==> src/rtl/std_gray_sync_decoder_if.sv <==
// rtl/std_gray_sync_decoder_if.sv - sample/result bundle between a Gray source and std_gray_sync_decoder
interface std_gray_sync_decoder_if #(
  parameter int WIDTH = 16
);
  logic [WIDTH-1:0] i_gray;
  logic             i_clear;
  logic             o_valid;
  logic [WIDTH-1:0] o_bin;
  logic             o_changed;
  logic [WIDTH-1:0] o_delta;
  logic             o_error;

  modport master (
    output i_gray,
    output i_clear,
    input  o_valid,
    input  o_bin,
    input  o_changed,
    input  o_delta,
    input  o_error
  );

  modport slave (
    input  i_gray,
    input  i_clear,
    output o_valid,
    output o_bin,
    output o_changed,
    output o_delta,
    output o_error
  );
endinterface

==> src/rtl/std_gray_sync_decoder.sv <==
// rtl/std_gray_sync_decoder.sv - synchronise a foreign Gray counter, decode to binary, report step size
// Optional multi-bit-change checker enabled by STD_GRAY_SYNC_DECODER_CHECK_EN.
module std_gray_sync_decoder #(
  parameter int WIDTH       = 16,
  parameter int SYNC_STAGES = 2
) (
  input  logic                  i_clk,
  input  logic                  i_rst,
  std_gray_sync_decoder_if.slave bus
);

  localparam int              CNT_W    = $clog2(SYNC_STAGES + 2);
  localparam logic [CNT_W-1:0] WARM_CNT = CNT_W'(SYNC_STAGES + 1);

  if (WIDTH < 2) begin : g_bad_width
    $error("std_gray_sync_decoder: WIDTH must be >= 2");
  end
  if (SYNC_STAGES < 2) begin : g_bad_stages
    $error("std_gray_sync_decoder: SYNC_STAGES must be >= 2");
  end

  logic [WIDTH-1:0] sync_q [SYNC_STAGES];
  logic [WIDTH-1:0] sync_d [SYNC_STAGES];
  logic [WIDTH-1:0] sync_out;
  logic [WIDTH-1:0] bin_n;

  logic [CNT_W-1:0] cnt_q, cnt_d;
  logic [WIDTH-1:0] bin_q, bin_d;
  logic             changed_q, changed_d;
  logic [WIDTH-1:0] delta_q, delta_d;
  logic             warm;

  // Pure flop-to-flop chain; nothing may sit between synchroniser stages.
  always_comb begin
    sync_d[0] = bus.i_gray;
    for (int k = 1; k < SYNC_STAGES; k++) begin
      sync_d[k] = sync_q[k-1];
    end
  end

  assign sync_out = sync_q[SYNC_STAGES-1];

  // Binary bit i is the XOR of all Gray bits from i upward.
  always_comb begin
    bin_n = '0;
    for (int i = 0; i < WIDTH; i++) begin
      bin_n[i] = ^(sync_out >> i);
    end
  end

  assign warm = (cnt_q == WARM_CNT);

  always_comb begin
    cnt_d     = warm ? cnt_q : cnt_q + CNT_W'(1);
    bin_d     = bin_n;
    changed_d = warm && (bin_n != bin_q);
    delta_d   = changed_d ? (bin_n - bin_q) : '0;
  end

  always_ff @(posedge i_clk or negedge i_rst) begin
    if (!i_rst) begin
      for (int k = 0; k < SYNC_STAGES; k++) begin
        sync_q[k] <= '0;
      end
      cnt_q     <= '0;
      bin_q     <= '0;
      changed_q <= 1'b0;
      delta_q   <= '0;
    end else begin
      for (int k = 0; k < SYNC_STAGES; k++) begin
        sync_q[k] <= sync_d[k];
      end
      cnt_q     <= cnt_d;
      bin_q     <= bin_d;
      changed_q <= changed_d;
      delta_q   <= delta_d;
    end
  end

  assign bus.o_valid   = warm;
  assign bus.o_bin     = bin_q;
  assign bus.o_changed = changed_q;
  assign bus.o_delta   = delta_q;

`ifdef STD_GRAY_SYNC_DECODER_CHECK_EN
  logic [WIDTH-1:0] prev_g_q, prev_g_d;
  logic [WIDTH-1:0] g_diff;
  logic             violation;
  logic             error_q, error_d;

  // More than one bit set <=> clearing the lowest set bit leaves something.
  always_comb begin
    prev_g_d  = sync_out;
    g_diff    = sync_out ^ prev_g_q;
    violation = warm && ((g_diff & (g_diff - WIDTH'(1))) != '0);
    error_d   = error_q;
    if (violation) begin
      error_d = 1'b1;
    end else if (bus.i_clear) begin
      error_d = 1'b0;
    end
  end

  always_ff @(posedge i_clk or negedge i_rst) begin
    if (!i_rst) begin
      prev_g_q <= '0;
      error_q  <= 1'b0;
    end else begin
      prev_g_q <= prev_g_d;
      error_q  <= error_d;
    end
  end

  assign bus.o_error = error_q;
`else
  logic unused_clear;
  assign unused_clear = bus.i_clear;
  assign bus.o_error  = 1'b0;
`endif

endmodule

==> src/flat_wrapper.sv <==
// flat-port wrapper written by rule: the top's interface ports become plain ports
module std_gray_sync_decoder_flat 
#(
  parameter int WIDTH       = 16,
  parameter int SYNC_STAGES = 2
)
  (i_clk, i_rst, bus_i_gray, bus_i_clear, bus_o_valid, bus_o_bin, bus_o_changed, bus_o_delta, bus_o_error);
  std_gray_sync_decoder_if #(.WIDTH(WIDTH)) bus_i ();
  input  logic i_clk;
  input  logic i_rst;
  input wire logic [$bits(bus_i.i_gray)-1:0] bus_i_gray;
  input wire logic [$bits(bus_i.i_clear)-1:0] bus_i_clear;
  output wire logic [$bits(bus_i.o_valid)-1:0] bus_o_valid;
  output wire logic [$bits(bus_i.o_bin)-1:0] bus_o_bin;
  output wire logic [$bits(bus_i.o_changed)-1:0] bus_o_changed;
  output wire logic [$bits(bus_i.o_delta)-1:0] bus_o_delta;
  output wire logic [$bits(bus_i.o_error)-1:0] bus_o_error;
  assign bus_i.i_gray = bus_i_gray;
  assign bus_i.i_clear = bus_i_clear;
  assign bus_o_valid = bus_i.o_valid;
  assign bus_o_bin = bus_i.o_bin;
  assign bus_o_changed = bus_i.o_changed;
  assign bus_o_delta = bus_i.o_delta;
  assign bus_o_error = bus_i.o_error;
  std_gray_sync_decoder #(.WIDTH(WIDTH), .SYNC_STAGES(SYNC_STAGES)) u_core (.i_clk(i_clk), .i_rst(i_rst), .bus(bus_i));
endmodule
==> config.mk <==
export PLATFORM = sky130hd
export DESIGN_NAME = std_gray_sync_decoder_flat
export DESIGN_NICKNAME = d
export VERILOG_FILES = /design/src/rtl/std_gray_sync_decoder_if.sv /design/src/rtl/std_gray_sync_decoder.sv /design/src/flat_wrapper.sv
export SDC_FILE = /design/constraint.sdc
export NUM_CORES = 1
export LEC_CHECK = 0
export CORE_MARGIN = 2
export CORE_UTILIZATION = 40
export CTS_CLUSTER_SIZE = 25
export DETAILED_ROUTE_END_ITERATION = 6
export GPL_ROUTABILITY_DRIVEN = 0
export GPL_TIMING_DRIVEN = 0
export PLACE_DENSITY_LB_ADDON = 0.15
export SETUP_SLACK_MARGIN = 0.5
export SLEW_MARGIN = 20
export SYNTH_ARGS = -nofsm -noshare
export SYNTH_HDL_FRONTEND = slang
export SYNTH_SLANG_ARGS = --single-unit
==> constraint.sdc <==
create_clock -name i_clk -period 6.5 [get_ports i_clk]
set_input_delay 1.3 -clock i_clk [delete_from_list [all_inputs] [get_ports i_clk]]
set_output_delay 1.3 -clock i_clk [all_outputs]
set_load 0.05 [all_outputs]
==> impl_metrics.csv, run 1 <==
group,metric,value,unit
grt,grt_start_max_net_pins,41,
sta,post-route-period-util,65.35,%
routing,viasPerCell,4.382,
critical_path,crit_family,"XOR/XNOR gates",
clock_tree,cts_root_buf,"clkbuf_8",
sta,skew,0.005618,ns
floorplan,die_area,7781,um^2
sta,hold_violations,0,
power_and_ir_drop,fin_total_pwr,2.117,mW
critical_path,arrival,4.52,ns
clock_tree,post_cts_buffers,0,
clock_tree,cts_tree,"built",
job,maxCapViolCount,0,
sta,worst_slack,2.252,ns
clock_tree,ctsHtreeMaxLevel,3,
power_and_ir_drop,vdd_drop_max,0.2389,mV
logic_synthesis,syn_area,2836,um^2
layout,layout-drive-gt1-share,10.38,%
sta,finalMaxSlewViolations,0,
clock_tree,clkSlewWorstSetupHoldPaths,0.07,ns
clock_tree,post_cts_resize_count,0,
hold_path,hold_class,"register to register",
grt,grt_use_total,12.91,%
routing,antenna_left,0,
routing,routedWlPerCell,11.32,um
routing,drt_first_pass_iters,4,
placed_design,dp_hpwl,3294,um
routing,drt-total-wl,4358,um
logic_synthesis,avgSynthCellArea,12.83,um^2
logic_synthesis,synth_cell_types,41,
clock_tree,cts_num_sinks,67,
grt,grt_overflow_total,0,
sta,period_minus_slack,4.248,ns
critical_path,r2r_slack,2.25,ns
placed_design,io_buffer_count,51,
sta,max_freq,235.4,MHz
layout,num_antenna_cells,0,
sta,rsz0062_at_grt,"false",
layout,area_growth,30.79,%
critical_path,cp.required,6.77,ns
critical_path,endpoint_kind,"register",
layout,finish.net_count,319,
routing,route.detailed.drc,0,
logic_synthesis,yosys_warnings,0,
grt,grt_pass1_vias,1647,
critical_path,cp_max_fo,5,
clock_tree,postCtsHoldBufs,0,
logic_synthesis,synthTopCellsByArea,"dfrtp_1 59%, ha_1 6.6%, xnor2_1 5.2%",
logic_synthesis,synth-seq-cells,67,
sta,worst_slew_pin_slew,0.5350,ns
sta,timing.setup.tns,0,ns
power_and_ir_drop,p_leak,1.700,nW
grt,antenna_found_initial,0,
critical_path,start_kind,"register",
logic_synthesis,yosysSeqAreaShare,59.11,%
logic_synthesis,synth_top_area_cell,"dfrtp_1",
clock_tree,clockBufferDepth,2,
floorplan,die_h,88.21,um
placed_design,post-place-ws,2.252,ns
routing,drt_iter0_drc,21,
clock_tree,clkLatencyLatePin,0.34,ns
logic_synthesis,postSynthCellCount,221,
sta,slew_headroom,64.22,%
logic_synthesis,syn_nets,256,
critical_path,crit_top_cell,"a21oi_1",
grt,grt_pass1_wl,7431,um
logic_synthesis,yosysTopAreaCellShare,59.11,%
clock_tree,cts_buffers,9,
floorplan,fp-row-count,30,
floorplan,start_util,41.52,%
critical_path,crit_chain,"xor3_2 -> xnor2_2 -> xor2_2 -> xnor2_4 -> xnor2_4 -> xnor2_1 -> ha_1 -> nor2b_1 -> o21a_1 -> o21ai_0 -> a21oi_1 -> o211ai_1 -> a21oi_1 -> or3_1 -> a21oi_1",
run_status,status,"completed",
power_and_ir_drop,powerDensity,570.6,nW/um^2
sta,finalSetupViolations,0,
layout,nFillCells,612,
critical_path,crit_slowest_cell,"xor3_2",
floorplan,core,6832,um^2
floorplan,io-pin-count,54,
floorplan,fp.dieW,88.21,um
critical_path,critical_path_class,"register to register",
routing,vias,1687,
critical_path,path_buf_inv,0,
critical_path,max_stage_delay,0.54,ns
[area by class of cell]
| cell class | count | area [um^2] | share of cell area [%] |
|---|---|---|---|
| inverter | 25 | 93.84 | 2.530 |
| sequential | 67 | 1677 | 45.19 |
| timing repair buffer | 52 | 528.0 | 14.23 |
| tap | 96 | 120.1 | 3.238 |
| clock buffer | 10 | 137.6 | 3.710 |
| clock inverter | 6 | 87.58 | 2.361 |
| multi-input combinational | 127 | 1054 | 28.40 |
| buffer | 2 | 12.51 | 0.3373 |
[flip-flops by register name, indices dropped and copies added, names as in the netlist]
register              count
u_core.cnt_q              2
u_core.bus.o_bin         16
u_core.bus.o_delta       16
u_core.sync_out          16
u_core.bus.o_changed      1
u_core.sync_d            16
[layer usage]
metal	track usage [%]	wire length (um)	vias to the layer above
met5	0	0	-
met4	8.264	117	0
met3	4.384	273	12
met2	19.28	1995	40
met1	16.08	1971	775
li1	-	-	860
[stage by stage]
stage               instance area, um^2  utilization, %  hold WS, ns  std cells
global route                       3710           54.30       0.3556        385
finish                             3710           54.30       0.3469        385
detailed placement                 3485           51.01       0.3347        369
floorplan                          2836               -       0.3312        221
CTS                                3710           54.30       0.3506        385
global placement                   3467           50.75       0.3313        368
[placed cells by master, fill, tap and decap left out, types with 2 or more instances in the layout]
cell,netlist,layout
o21ai_0,8,8
nand3_1,3,3
clkinv_2,0,2
xnor2_1,17,17
nor3_1,4,4
nor2b_1,3,3
ha_1,15,15
dfrtp_1,67,67
clkbuf_8,0,10
nand2_1,3,3
nor2_1,11,11
buf_4,1,2
a21oi_1,10,10
clkdlybuf4s50_1,0,50
bufinv_16,0,2
inv_1,24,24
xnor2_2,2,2
a21o_1,6,6
xnor2_4,2,2
a31oi_1,5,5
and3_1,4,4
xor2_1,11,11
nor3b_1,2,2
o21a_1,2,2
[worst reg2reg max path, cell delays in order, from the launching register on]
cell and delay, ns:
dfrtp_1 0.43, xor3_2 0.54, xnor2_2 0.28, xor2_2 0.32, xnor2_4 0.22, xnor2_4 0.14, xnor2_1 0.31, ha_1 0.31
nor2b_1 0.14, o21a_1 0.17, o21ai_0 0.27, a21oi_1 0.17, o211ai_1 0.28, a21oi_1 0.13, or3_1 0.31, a21oi_1 0.14
[cells by family after synthesis]
logic type	share of synthesized area, %
DFF	59.11
muxes	0.3970
xor gates and xnor gates	14.16
buffers and inverters	3.749
other	0.1322
adders and majority gates	8.072
and+or+nand+nor	6.352
AOI/OAI and AO/OA	8.029
[report_power, final]
part / switching [mW] / total [mW] / internal, mW
Sequential: 0.0401 / 0.565 / 0.525
Combinational: 0.719 / 1.17 / 0.447
Clock: 0.159 / 0.386 / 0.227
[Yosys cell counts]
cell type	count
xor3_4	1
xor2_1	11
a21boi_0	1
dfrtp_1	67
and3_1	4
nor2_1	11
o21bai_1	1
inv_1	24
xnor2_4	2
nand4_1	1
a31oi_1	5
o21a_1	2
a21o_1	6
xor2_2	1
o211ai_1	1
nor2b_1	3
mux2_2	1
nand2_1	3
maj3_2	1
or3_1	1
and4_1	1
nor3_1	4
fa_1	1
xor3_2	1
maj3_1	1
a21oi_1	10
xnor2_2	2
inv_2	1
o21ai_0	8
nand3_1	3
a211oi_1	1
o31ai_1	1
xnor2_1	17
o2111ai_1	1
nor4_1	1
nand2b_1	1
nor3b_1	2
conb_1	1
buf_4	1
ha_1	15
buf_2	1
[final timing paths]
path	startpoint	end	cells after the start
max	u_core.sync_out[15]$_DFF_PN0_	u_core.bus.o_delta[15]$_DFF_PN0_	15
min	u_core.sync_d[11]$_DFF_PN0_	u_core.sync_out[11]$_DFF_PN0_	0
max reg2reg	u_core.sync_out[15]$_DFF_PN0_	u_core.bus.o_delta[15]$_DFF_PN0_	15
min reg2reg	u_core.sync_d[11]$_DFF_PN0_	u_core.sync_out[11]$_DFF_PN0_	0
max in group asynchronous	i_rst	u_core.sync_out[10]$_DFF_PN0_	2
min in group asynchronous	i_rst	u_core.sync_d[0]$_DFF_PN0_	1
Power figures use the tool's default switching activity.
==> run 2: changes to the inputs <==
==> constraint.sdc (replaced) <==
create_clock -name i_clk -period 3.8 [get_ports i_clk]
set_input_delay 0.76 -clock i_clk [delete_from_list [all_inputs] [get_ports i_clk]]
set_output_delay 0.76 -clock i_clk [all_outputs]
set_load 0.05 [all_outputs]
==> run 2 against run 1 <==
Net effect: critical path depth rose by 3; maximum frequency is 14% higher; hold slack got worse by 0.027 ns; sequential share of layout area fell by 5.2 points; via count increased by 11%; utilization up 7.1 points; worst setup slack worse by 2.2 ns; first-iteration DRC count rose to 4.0 times the previous value; routed wire length grew 24%; global-route usage grew 1.9 points; register-to-register slack got worse by 2.2 ns; final cell count rose by 9.1%.
==> impl_metrics.csv, run 2 (synthesized netlist as in run 1, its figures left out) <==
group,metric,value,unit
layout,area_growth,47.77,%
sta,hold_violations,0,
run_status,status,"completed",
layout,num_antenna_cells,0,
routing,top_layer_used,"met4",
clock_tree,cts_tree,"built",
critical_path,cp_max_fo,4,
grt,grt_overflow_total,0,
layout,fin_cells,420,
clock_tree,clockBufferDepth,2,
grt,grt_use_total,14.81,%
floorplan,die_h,88.21,um
sta,finalMaxSlewViolations,0,
grt,antenna_found_initial,0,
floorplan,core,6832,um^2
clock_tree,postCtsHoldBufs,0,
critical_path,crit_family,"XOR/XNOR gates",
critical_path,crit_slowest_cell,"xor3_2",
sta,finalSetupViolations,0,
floorplan,fp.dieW,88.21,um
clock_tree,clkSlewWorstSetupHoldPaths,0.07,ns
routing,wl_met1,2076,um
sta,period_minus_slack,3.735,ns
critical_path,critical_path_class,"register to register",
critical_path,r2r_slack,0.06,ns
layout,layout_common_cells,"66 x dfrtp_1, 50 x clkdlybuf4s50_1, 30 x buf_4, 24 x inv_1",
sta,rsz0062_at_grt,"true",
critical_path,start_kind,"register",
critical_path,crit_chain,"xor3_2 -> xnor2_4 -> xor2_4 -> xnor2_4 -> xnor2_4 -> buf_6 -> xnor2_4 -> ha_2 -> fa_2 -> nor2b_4 -> o21ai_2 -> a21oi_2 -> o21ai_1 -> nand2b_1 -> buf_4 -> a31oi_2 -> xor2_1 -> nor2_1",
sta,skew,0.006886,ns
clock_tree,cts_num_sinks,67,
grt,grt_pass1_vias,1839,
placed_design,dpl.cell_count,369,
routing,vias,1881,
layout,multi_input_area,1289,um^2
routing,antenna_left,0,
routing,routedWlPerCell,12.85,um
routing,dr_wl_met2,2832,um
layout,finish.net_count,354,
routing,viasPerCell,4.479,
hold_path,hold_class,"input pin to async pin",
critical_path,path_depth,18,
layout,seqCellArea,1678,um^2
sta,post-route-period-util,98.30,%
floorplan,io-pin-count,54,
floorplan,die_area,7781,um^2
clock_tree,ctsHtreeMaxLevel,3,
critical_path,arrival,4.01,ns
clock_tree,cts_root_buf,"clkbuf_8",
floorplan,start_util,41.52,%
critical_path,path_buf_inv,2,
placed_design,dp_hpwl,3401,um
clock_tree,clkLatencyLatePin,0.35,ns
grt,grt_pass1_wl,8487,um
routing,drt-total-wl,5399,um
layout,fin_util,61.36,%
sta,hold_ws,0.3202,ns
critical_path,cp.required,4.07,ns
floorplan,fp-row-count,30,
routing,route.detailed.drc,0,
layout,final_common_cell,"dfrtp_1",
routing,met3_length,278,um
critical_path,ff2ff_path_depth,18,
sta,slew_headroom,64.44,%
layout,layout-drive-gt1-share,29.01,%
routing,drt_iter0_drc,85,
placed_design,io_buffer_count,51,
grt,grt_start_max_net_pins,41,
critical_path,max_stage_delay,0.51,ns
layout,nFillCells,550,
critical_path,crit_top_cell,"xnor2_4",
clock_tree,cts_buffers,9,
routing,drt_first_pass_iters,4,
sta,worst_slew_pin_slew,0.5317,ns
critical_path,endpoint_kind,"register",
sta,max_freq,267.7,MHz
job,maxCapViolCount,0,
## run 2: changes by cell type in the layout (fill, tap and decap cells not counted), sizes merged
| cell | change |
|---|---|
| buf | +35 |
| bufinv | -2 |
| clkinvlp | +2 |
| clkbuf | -1 |
| inv | +1 |
## run 2: final cells by class
| cell class | count | share of cell area (%) |
|---|---|---|
| clock buffers | 9 | 2.955 |
| inverters | 25 | 2.239 |
| well taps | 96 | 2.866 |
| multi-input cells | 127 | 30.75 |
| plain buffers | 2 | 0.4478 |
| repair buffers | 87 | 19.49 |
| flip-flops and latches | 67 | 40.03 |
| clock inverters | 7 | 1.224 |
## run 2: what timing repair did
item / in CTS / in global routing
pin swaps: 27 / 22
gates resized for setup: 25 / 14
setup endpoints to repair: 17 / 17
gates cloned: 0 / 1
setup buffers: 22 / 12
## run 2: per-layer routing
layer / up-vias / GRT usage [%]
met2: 47 / 23.51
met1: 890 / 17.82
met4: 0 / 9.642
met3: 19 / 4.011
met5: - / 0
li1: 925 / -
## run 2: final timing paths
kind | from | to
max | u_core.sync_out[13]$_DFF_PN0_ | u_core.bus.o_delta[10]$_DFF_PN0_
min | i_rst | u_core.sync_d[1]$_DFF_PN0_
max reg2reg | u_core.sync_out[13]$_DFF_PN0_ | u_core.bus.o_delta[10]$_DFF_PN0_
min reg2reg | u_core.sync_d[2]$_DFF_PN0_ | u_core.sync_out[2]$_DFF_PN0_
max in group asynchronous | i_rst | u_core.sync_out[15]$_DFF_PN0_
min in group i_clk | u_core.sync_d[2]$_DFF_PN0_ | u_core.sync_out[2]$_DFF_PN0_
## run 2: metrics by stage
step | setup WS [ns] | setup TNS [ns] | area [um^2]
4_1_cts | 0.1004 | 0 | 4015
6_report | 0.06471 | 0 | 4192
3_5_place_dp | -0.1626 | -0.3310 | 3517
5_1_grt | -0.1234 | -0.5525 | 4192
2_1_floorplan | 0.2096 | 0 | 2869
3_3_place_gp | -0.1301 | -8.709 | 3500
Power of run 2 is not shown: default switching activity piles up to over one toggle a cycle in this logic, so the estimate is an artifact.
==> run 3: changes to the inputs <==
--- a/config.mk
+++ b/config.mk
@@ -5,6 +5,7 @@
 export SDC_FILE = /design/constraint.sdc
 export NUM_CORES = 1
 export LEC_CHECK = 0
+export CAP_MARGIN = 25
 export CORE_MARGIN = 2
 export CORE_UTILIZATION = 40
 export CTS_CLUSTER_SIZE = 25
@@ -13,7 +14,9 @@
 export GPL_TIMING_DRIVEN = 0
 export PLACE_DENSITY_LB_ADDON = 0.15
 export SETUP_SLACK_MARGIN = 0.5
+export SKIP_LAST_GASP = 1
 export SLEW_MARGIN = 20
 export SYNTH_ARGS = -nofsm -noshare
 export SYNTH_HDL_FRONTEND = slang
 export SYNTH_SLANG_ARGS = --single-unit
+export TNS_END_PERCENT = 100
==> run 3 against run 2 <==
Net effect: first-iteration DRC count down 24%; non-clock buffer count unchanged; worst setup slack worse by 0.029 ns; hold slack worse by 0.0013 ns; count of clock-buffer cells in the layout unchanged; via count up 0.27%; utilization down 0.22 points; register-to-register slack worse by 0.03 ns; final cell count unchanged; critical path depth unchanged; global-route usage unchanged; sequential share of layout area up 0.14 points; highest routed layer unchanged.
==> impl_metrics.csv, run 3 (synthesized netlist as in run 1, its figures left out) <==
group,metric,value,unit
critical_path,endpoint_kind,"register",
clock_tree,clockBufferDepth,2,
run_status,status,"completed",
critical_path,critical_path_class,"register to register",
routing,vias,1886,
critical_path,cp.required,4.03,ns
layout,layout-drive-gt1-share,28.09,%
clock_tree,cts_buffers,9,
sta,max_freq,265.6,MHz
hold_path,hold_class,"input pin to async pin",
critical_path,cp_max_fo,4,
critical_path,crit_chain,"xor3_2 -> xnor2_4 -> xor2_4 -> xnor2_4 -> xnor2_4 -> buf_4 -> buf_6 -> xnor2_4 -> ha_4 -> nor2b_4 -> o21ai_2 -> a21oi_2 -> o21ai_1 -> nand2b_1 -> buf_4 -> a31oi_1 -> xor2_1 -> nor2_1",
critical_path,start_kind,"register",
floorplan,die_h,88.21,um
grt,grt_pass1_wl,8487,um
layout,num_antenna_cells,0,
sta,worst_slew_pin_slew,0.5317,ns
routing,drt-total-wl,5426,um
sta,slew_headroom,64.44,%
critical_path,crit_top_cell,"xnor2_4",
layout,area_growth,47.24,%
floorplan,fp-row-count,30,
sta,post-route-period-util,99.06,%
floorplan,core,6832,um^2
critical_path,max_stage_delay,0.51,ns
clock_tree,ctsHtreeMaxLevel,3,
placed_design,dp_hpwl,3401,um
sta,hold_violations,0,
grt,grt_start_max_net_pins,41,
routing,drt_first_pass_iters,6,
clock_tree,clkSlewWorstSetupHoldPaths,0.08,ns
critical_path,r2r_slack,0.04,ns
layout,finish.net_count,354,
floorplan,fp.dieW,88.21,um
critical_path,path_buf_inv,3,
clock_tree,cts_num_sinks,67,
clock_tree,cts_root_buf,"clkbuf_8",
floorplan,start_util,41.52,%
routing,route.detailed.drc,0,
critical_path,arrival,4.00,ns
sta,period_minus_slack,3.764,ns
floorplan,io-pin-count,54,
grt,grt_pass1_vias,1839,
sta,skew,0.006445,ns
routing,viasPerCell,4.490,
grt,antenna_found_initial,0,
layout,nFillCells,551,
sta,finalSetupViolations,0,
sta,rsz0062_at_grt,"true",
sta,timing.setup.tns,0,ns
placed_design,io_buffer_count,51,
sta,hold_ws,0.3189,ns
critical_path,crit_family,"XOR/XNOR gates",
sta,finalMaxSlewViolations,0,
grt,grt_use_total,14.81,%
routing,antenna_left,0,
clock_tree,clkLatencyLatePin,0.35,ns
critical_path,crit_slowest_cell,"xor3_2",
layout,layout_common_cells,"66 x dfrtp_1, 50 x clkdlybuf4s50_1, 30 x buf_4, 24 x inv_1",
grt,grt_overflow_total,0,
routing,routedWlPerCell,12.92,um
layout,final_common_cell,"dfrtp_1",
floorplan,die_area,7781,um^2
clock_tree,cts_tree,"built",
routing,drt_iter0_drc,65,
job,maxCapViolCount,0,
==> run 3: per-stage QoR <==
stage / util, % / setup WS, ns / cell area [um^2] / std cells
2_1_floorplan: - / 0.2096 / 2869 / 221
3_3_place_gp: 51.23 / -0.1301 / 3500 / 368
3_5_place_dp: 51.48 / -0.1626 / 3517 / 369
4_1_cts: 58.77 / 0.1004 / 4015 / 407
5_1_grt: 61.14 / -0.1234 / 4177 / 420
6_report: 61.14 / 0.03561 / 4177 / 420
==> run 3: final timing paths <==
path / startpoint / end / cells after the start
min reg2reg: u_core.sync_d[2]$_DFF_PN0_ / u_core.sync_out[2]$_DFF_PN0_ / 0
max: u_core.sync_out[13]$_DFF_PN0_ / u_core.bus.o_delta[10]$_DFF_PN0_ / 18
min: i_rst / u_core.bus.o_bin[4]$_DFF_PN0_ / 1
max reg2reg: u_core.sync_out[13]$_DFF_PN0_ / u_core.bus.o_delta[10]$_DFF_PN0_ / 18
min in group i_clk: u_core.sync_d[2]$_DFF_PN0_ / u_core.sync_out[2]$_DFF_PN0_ / 0
max in group asynchronous: i_rst / u_core.sync_out[15]$_DFF_PN0_ / 2
==> run 3: routing by layer <==
metal  vias up  GRT usage, %  wire, um
li1        925             -         -
met1       895         17.82      2096
met2        51         23.51      2840
met3        15         4.011       306
met4         0         9.642       182
met5         -             0         0
==> run 3: repair_timing <==
item,4_1_cts,5_1_grt
resized for setup,25,10
hold buffers,0,0
pin swaps,27,22
endpoints found under the setup margin,17,17
setup buffers,22,12
gates cloned,0,1
==> run 3: cell type report <==
class | instances | area [um^2] | share of cell area, %
Sequential cell | 67 | 1678 | 40.17
Multi-Input combinational cell | 127 | 1274 | 30.50
Timing Repair Buffer | 87 | 817.0 | 19.56
Clock buffer | 9 | 123.9 | 2.966
Tap cell | 96 | 120.1 | 2.876
Inverter | 25 | 93.84 | 2.247
Clock inverter | 7 | 51.30 | 1.228
Buffer | 2 | 18.77 | 0.4494
Power of run 3 is left out for the same reason.
==> patch 1: new RTL, config.mk and constraints of run 3 <==
`WIDTH` is set to 16 in 3 places; all go to 14.
--- a/src/rtl/std_gray_sync_decoder_if.sv
+++ b/src/rtl/std_gray_sync_decoder_if.sv
@@ -1,6 +1,6 @@
 // rtl/std_gray_sync_decoder_if.sv - sample/result bundle between a Gray source and std_gray_sync_decoder
 interface std_gray_sync_decoder_if #(
-  parameter int WIDTH = 16
+  parameter int WIDTH = 14
 );
   logic [WIDTH-1:0] i_gray;
   logic             i_clear;
--- a/src/rtl/std_gray_sync_decoder.sv
+++ b/src/rtl/std_gray_sync_decoder.sv
@@ -1,7 +1,7 @@
 // rtl/std_gray_sync_decoder.sv - synchronise a foreign Gray counter, decode to binary, report step size
 // Optional multi-bit-change checker enabled by STD_GRAY_SYNC_DECODER_CHECK_EN.
 module std_gray_sync_decoder #(
-  parameter int WIDTH       = 16,
+  parameter int WIDTH       = 14,
   parameter int SYNC_STAGES = 2
 ) (
   input  logic                  i_clk,
--- a/src/flat_wrapper.sv
+++ b/src/flat_wrapper.sv
@@ -1,7 +1,7 @@
 // flat-port wrapper written by rule: the top's interface ports become plain ports
 module std_gray_sync_decoder_flat 
 #(
-  parameter int WIDTH       = 16,
+  parameter int WIDTH       = 14,
   parameter int SYNC_STAGES = 2
 )
   (i_clk, i_rst, bus_i_gray, bus_i_clear, bus_o_valid, bus_o_bin, bus_o_changed, bus_o_delta, bus_o_error);
Interface: changed (resized bus_i_gray, bus_o_bin and bus_o_delta); port bits go from 54 to 48. The function was not compared with the original's and may differ.
==> patch 1 against run 3 <==
Clock skew down 0.0016 ns; wire length decreased by 16%; sequential cell count fell by 8; worst setup slack improved by 0.49 ns; die area shrank 9.4%; final cell count decreased by 16%; via count fell by 13%; area after synthesis shrank 9.9%; cell area fell by 14%.
==> patch 1: results (changes against run 3) <==
Logic synthesis
For this run, the leading register cell type out of synthesis is sky130_fd_sc_hd__dfrtp_1. The async set-reset flop share out of synthesis is 100% (unchanged). The total number of yosys warnings is 0 (unchanged). The net count after synthesis was 229 (-11%). After synthesis, the cell types taking the most area are sky130_fd_sc_hd__dfrtp_1, sky130_fd_sc_hd__ha_1, sky130_fd_sc_hd__xnor2_4. The number of unique standard cell types used by synthesis was 37 (-9.8%). The commonest cells after synthesis are sky130_fd_sc_hd__dfrtp_1, sky130_fd_sc_hd__inv_1, sky130_fd_sc_hd__ha_1. The sequential element share of the synthesized area is 57.8% (-1.4 points). The summed instance area of the synthesized netlist is 0.00256 sq mm (-9.9%).

Setup path
The delay of the slowest cell on the worst path is 0.42 ns (-0.09 ns). The slowest stage of the critical path belongs to the cell sky130_fd_sc_hd__dfrtp_1. The data arrival time of the critical path was 3.50 ns (-0.50 ns). The most critical setup path has its startpoint at u_core.sync_out[11]$_DFF_PN0_. The beginning of the worst register-to-register path is u_core.sync_out[11]$_DFF_PN0_. The highest fanout seen on the critical path came to 5 (+1). The cell class contributing the biggest share of worst-path delay is XOR/XNOR gates.

STA
The total count of hold-check failures in the final report is 0 (unchanged). The worst-margin pin slew is 0.706 ns (+0.175 ns). The final setup skew came to 0.00489 ns (-0.00155 ns).

GRT
The wire length of the first global-routing pass is 7.46 mm (-12%). The largest net degree at the start of global routing is 60 (+46%). The number of antenna violations at the first check in global routing is 0 (unchanged). The total global routing track utilization is 13.9% (-0.86 points). The via count of the first global-routing pass is 1,610 (-12%).

Clocking
The CTS clock-pin slew for the worst setup and hold paths came to 0.06 ns (-0.02 ns). The number of CTS-inserted buffers was 9 (unchanged). The worst-case clock buffer depth is 2 (unchanged). The total number of H-tree levels is 3 (unchanged).

The tree is rooted in a sky130_fd_sc_hd__clkbuf_8. The later pin in the worst-skew pair is clocked with a latency of 0.34 ns.

Placement
The number of buffers added on ports is 45 (-12%). The placed wire-length estimate came to 3.04 mm (-11%).

Route
The via count normalized by instance count is 4.65 (+3.6%). The count of TritonRoute iterations in the first routing pass is 4 (-2). The first-iteration detailed-routing DRC count is 51 (-22%). The aggregate routed wire length is 4.55 mm (-16%).

Flow run
The reported max-cap violation count is 0 (unchanged).

Run status
The run finished with clean final reports.

Layout
The final net count is 304 (-14%). The ratio of cells with drive above 1 in the final layout was 24.9% (-3.2 points). The number of antenna cells inserted came to 0 (unchanged).

The number of inserted filler cells in the final layout is 544 (-1.3%).

Pwr
The cell leakage power is 1.64 nW. VDD sags by at most 0.000612 V.

Worst hold path
The path category of the worst min-delay check is flip-flop to flip-flop. The startpoint of the tightest hold check path is u_core.sync_d[0]$_DFF_PN0_.
patch 1: worst paths after layout:
check,to,slack (ns),cells after the start
min reg2reg,u_core.sync_out[0]$_DFF_PN0_,0.35,0
min in group asynchronous,u_core.bus.o_delta[1]$_DFF_PN0_,0.47,1
max in group asynchronous,u_core.sync_out[13]$_DFF_PN0_,2.83,1
min,u_core.sync_out[0]$_DFF_PN0_,0.35,0
max reg2reg,u_core.bus.o_delta[12]$_DFF_PN0_,0.53,14
max,u_core.bus.o_delta[12]$_DFF_PN0_,0.53,14
patch 1: power by group:
group	switching (W)	internal, W	leakage [nW]
clock network	0.000242	0.000367	0.103
logic	0.00115	0.000827	0.857
registers	0.0000614	0.000783	0.676
patch 1: kinds of logic (layout without fill, tap and decap cells):
logic type / after synthesis / count (layout) / share of synthesized area [%]
XOR/XNOR: 26 / 26 / 13.0
AND/OR/NAND/NOR: 42 / 42 / 8.37
flip-flops: 59 / 59 / 57.8
AO/OA/AOI/OAI: 27 / 27 / 7.73
other: 1 / 1 / 0.147
multiplexers: 4 / 4 / 1.66
buffers and inverters: 23 / 103 / 3.67
adder cells (fa/ha/maj): 15 / 15 / 7.64
patch 1: per-layer routing:
metal | up-vias | part of all wire [%] | track usage [%]
met1 | 790 | 42 | 16.5
met4 | 0 | 3.3 | 8.36
met3 | 13 | 4.5 | 4.85
met2 | 42 | 51 | 21.9
li1 | 802 | - | -
met5 | - | 0 | 0
patch 1: through the flow:
step | instance area [sq um] | total power (W) | hold WS, ns | cells | worst slack, ns
2_1_floorplan | 2560 | 0.00208 | 0.331 | 197 | 0.522
3_3_place_gp | 3100 | 0.00251 | 0.331 | 319 | 0.143
3_5_place_dp | 3100 | 0.00253 | 0.335 | 319 | 0.132
4_1_cts | 3420 | 0.00327 | 0.350 | 344 | 0.436
5_1_grt | 3610 | 0.00364 | 0.360 | 354 | 0.400
6_report | 3610 | 0.00343 | 0.347 | 354 | 0.528
patch 1: what timing repair did:
action	4_1_cts	5_1_grt
endpoints found under the setup margin	13	13
pin swaps	9	17
cloned	0	1
resized for setup	9	23
setup buffers	9	9
patch 1: final cells by class:
cell class	instances	share of cell area [%]
Inverter	21	2.32
Multi-Input combinational cell	115	30.8
Clock buffer	11	3.64
Clock inverter	5	2.15
Timing Repair Buffer	64	16.9
Sequential cell	59	41.0
Tap cell	77	2.67
Buffer	2	0.520
==> patch 2: new RTL, flow settings as in run 3 <==
Without the edit above. Build with the macro `STD_GRAY_SYNC_DECODER_CHECK_EN` defined.
--- a/src/rtl/std_gray_sync_decoder.sv
+++ b/src/rtl/std_gray_sync_decoder.sv
@@ -1,5 +1,7 @@
 // rtl/std_gray_sync_decoder.sv - synchronise a foreign Gray counter, decode to binary, report step size
 // Optional multi-bit-change checker enabled by STD_GRAY_SYNC_DECODER_CHECK_EN.
+`define STD_GRAY_SYNC_DECODER_CHECK_EN
+
 module std_gray_sync_decoder #(
   parameter int WIDTH       = 16,
   parameter int SYNC_STAGES = 2
Function: changed (Yosys sat finds a counterexample within 10 cycles, from zero or initial values and one cycle with i_rst low).
==> patch 2 against run 3 <==
The run now ends with negative setup slack left; via count up 19%; sequential share of layout area up 2.7 points; core utilization down 2.7 points; sequential cell count up 16; largest cell class unchanged; critical path depth up 5; global-route usage down 1.5 points; cell area up 16%; worst hold slack better by 0.031 ns; area after synthesis up 22%; worst setup slack worse by 0.78 ns; wire length up 14%.
==> patch 2: results (changes against run 3) <==
GRT
The largest net degree at the start of global routing came to 52 (+27%). The met2 track utilization from global routing was 22.6% (-0.92 points). The via count of the first global-routing pass is 2,191 (+19%). The met1 usage is 16.3% (-1.5 points). The wire length of the first global-routing pass is 10.0 mm (+18%). The total global routing track utilization is 13.3% (-1.5 points).

The fraction of met3 tracks used by global routing is 3.68% (-0.33 points).

Pwr
The clock network consumes a total of 0.000646 W. Sequential cells account for 25.9% of the total power. The maximum vdd drop is 0.000304 V.

Cell internal power was estimated by the tool at 0.00257 W.

Logic synthesis
The multiplexer share of the synthesized area came to 0.327% (-0.070 points). The post-synthesis share of cell area spent on xor and xnor gates is 13.2% (-0.99 points). The cell count after synthesis is 285 (+29%). In the post-synthesis netlist, the biggest area contributors are sky130_fd_sc_hd__dfrtp_1, sky130_fd_sc_hd__ha_1, sky130_fd_sc_hd__xor2_1. The commonest cells after synthesis are sky130_fd_sc_hd__dfrtp_1, sky130_fd_sc_hd__inv_1, sky130_fd_sc_hd__nor2_1. The share of the synthesized area in compound gates (AO/OA/AOI/OAI) came to 8.49% (+0.46 points).

The adder-cell share of the synthesized area was 6.68% (-1.4 points). The sequential element share of the synthesized area is 60.2% (+1.1 points). The net count after synthesis was 321 (+25%). The number of unique standard cell types used by synthesis came to 33 (-20%).

Layout
The non-filler instance count after layout is 499 (+19%). The ratio of cells with drive above 1 in the final layout was 25.4% (-2.7 points). The final net count is 425 (+20%).

Route
The wire length on met2 is 3.14 mm (+11%). The amount of wire on met3 after detailed routing is 235 microns (-23%). The via count normalized by instance count is 4.50 (+0.28%). The total routed wire length on the met1 layer is 2.73 mm (+30%). The count of TritonRoute iterations in the first routing pass is 4 (-2). The aggregate routed wire length is 6.20 mm (+14%). The first-iteration detailed-routing DRC count is 46 (-29%).

STA
The final setup skew is 0.0148 ns (+0.00832 ns). The number of setup violations in the final report is 11 (+11). The worst-margin pin slew is 0.524 ns (-0.00809 ns). The setup slack after layout is -0.749 ns (-0.784 ns).

The aggregate negative setup slack is -4.76 ns (-4.76 ns).

Setup path
The delay of the slowest cell on the worst path was 0.42 ns (-0.09 ns). The highest fanout seen on the critical path is 3 (-1). The cell class contributing the biggest share of worst-path delay is XOR/XNOR gates. Among all stages on the critical path, the largest delay is contributed by sky130_fd_sc_hd__dfrtp_1. The data arrival time of the critical path is 4.82 ns (+0.82 ns).

Placement
The placed wire-length estimate is 4.10 mm (+21%). The number of placed instances with taps included is 444 (+20%). The post-place setup slack is -1.31 ns (-1.15 ns). The area after detailed placement came to 0.00419 sq mm (+19%).

The number of buffers added on ports is 53 (+3.9%).

Run status
The final reports fail on negative setup slack. The flow ran to the end, but the final reports show violations.

Clocking
The CTS clock-pin slew for the worst setup and hold paths is 0.09 ns.
## patch 2: logic make-up after synthesis
kind of cell / Yosys count
adders and majority gates: 18
and+or+nand+nor: 59
DFF: 83
muxes: 1
buffers and inverters: 32
xor gates and xnor gates: 45
AOI/OAI and AO/OA: 47
## patch 2: worst paths after layout
path	from	end	depth (start not counted)	slack, ns
worst max-delay path	u_core.prev_g_d[15]$_DFF_PN0_	u_core.bus.o_delta[12]$_DFF_PN0_	23	-0.75
worst min-delay path	i_rst	u_core.sync_d[0]$_DFF_PN0_	1	0.35
worst max register to register	u_core.prev_g_d[15]$_DFF_PN0_	u_core.bus.o_delta[12]$_DFF_PN0_	23	-0.75
worst min register to register	u_core.sync_d[10]$_DFF_PN0_	u_core.prev_g_d[10]$_DFF_PN0_	0	0.35
max in group asynchronous	i_rst	u_core.bus.o_bin[10]$_DFF_PN0_	2	2.87
min in group i_clk	u_core.sync_d[10]$_DFF_PN0_	u_core.prev_g_d[10]$_DFF_PN0_	0	0.35
## patch 2: layout make-up
| cell class | instances | area (sq um) |
|---|---|---|
| clock inverters | 6 | 70.1 |
| clock buffers | 10 | 138 |
| repair buffers | 93 | 885 |
| plain buffers | 2 | 22.5 |
| fillers | 682 | 3450 |
| multi-input cells | 170 | 1410 |
| well taps | 105 | 131 |
| flip-flops and latches | 83 | 2080 |
| inverters | 30 | 113 |
## patch 2: worst reg2reg max path: stages, from the launching register on
cell and delay [ns]:
sky130_fd_sc_hd__dfrtp_1 0.42, sky130_fd_sc_hd__xor2_2 0.20, sky130_fd_sc_hd__xnor2_2 0.24, sky130_fd_sc_hd__xor2_2 0.23
sky130_fd_sc_hd__xor2_2 0.23, sky130_fd_sc_hd__xor2_2 0.10, sky130_fd_sc_hd__buf_6 0.14, sky130_fd_sc_hd__xnor2_4 0.15
sky130_fd_sc_hd__xnor2_2 0.21, sky130_fd_sc_hd__xor2_2 0.23, sky130_fd_sc_hd__xor2_2 0.19, sky130_fd_sc_hd__xnor2_1 0.10
sky130_fd_sc_hd__ha_2 0.19, sky130_fd_sc_hd__fa_2 0.38, sky130_fd_sc_hd__nor2b_4 0.13, sky130_fd_sc_hd__o21ai_2 0.08
sky130_fd_sc_hd__a21boi_2 0.20, sky130_fd_sc_hd__o21ai_2 0.09, sky130_fd_sc_hd__a21boi_2 0.15, sky130_fd_sc_hd__o21ai_1 0.08
sky130_fd_sc_hd__nand2b_1 0.15, sky130_fd_sc_hd__a31oi_4 0.12, sky130_fd_sc_hd__a2111o_1 0.38, sky130_fd_sc_hd__o21ai_0 0.08
## patch 2: timing repair
item                                    CTS  global route
buffers inserted                         20            18
resized for setup                        11            19
pin swaps                                18            20
endpoints found under the setup margin   17            17
cloned                                    0             1
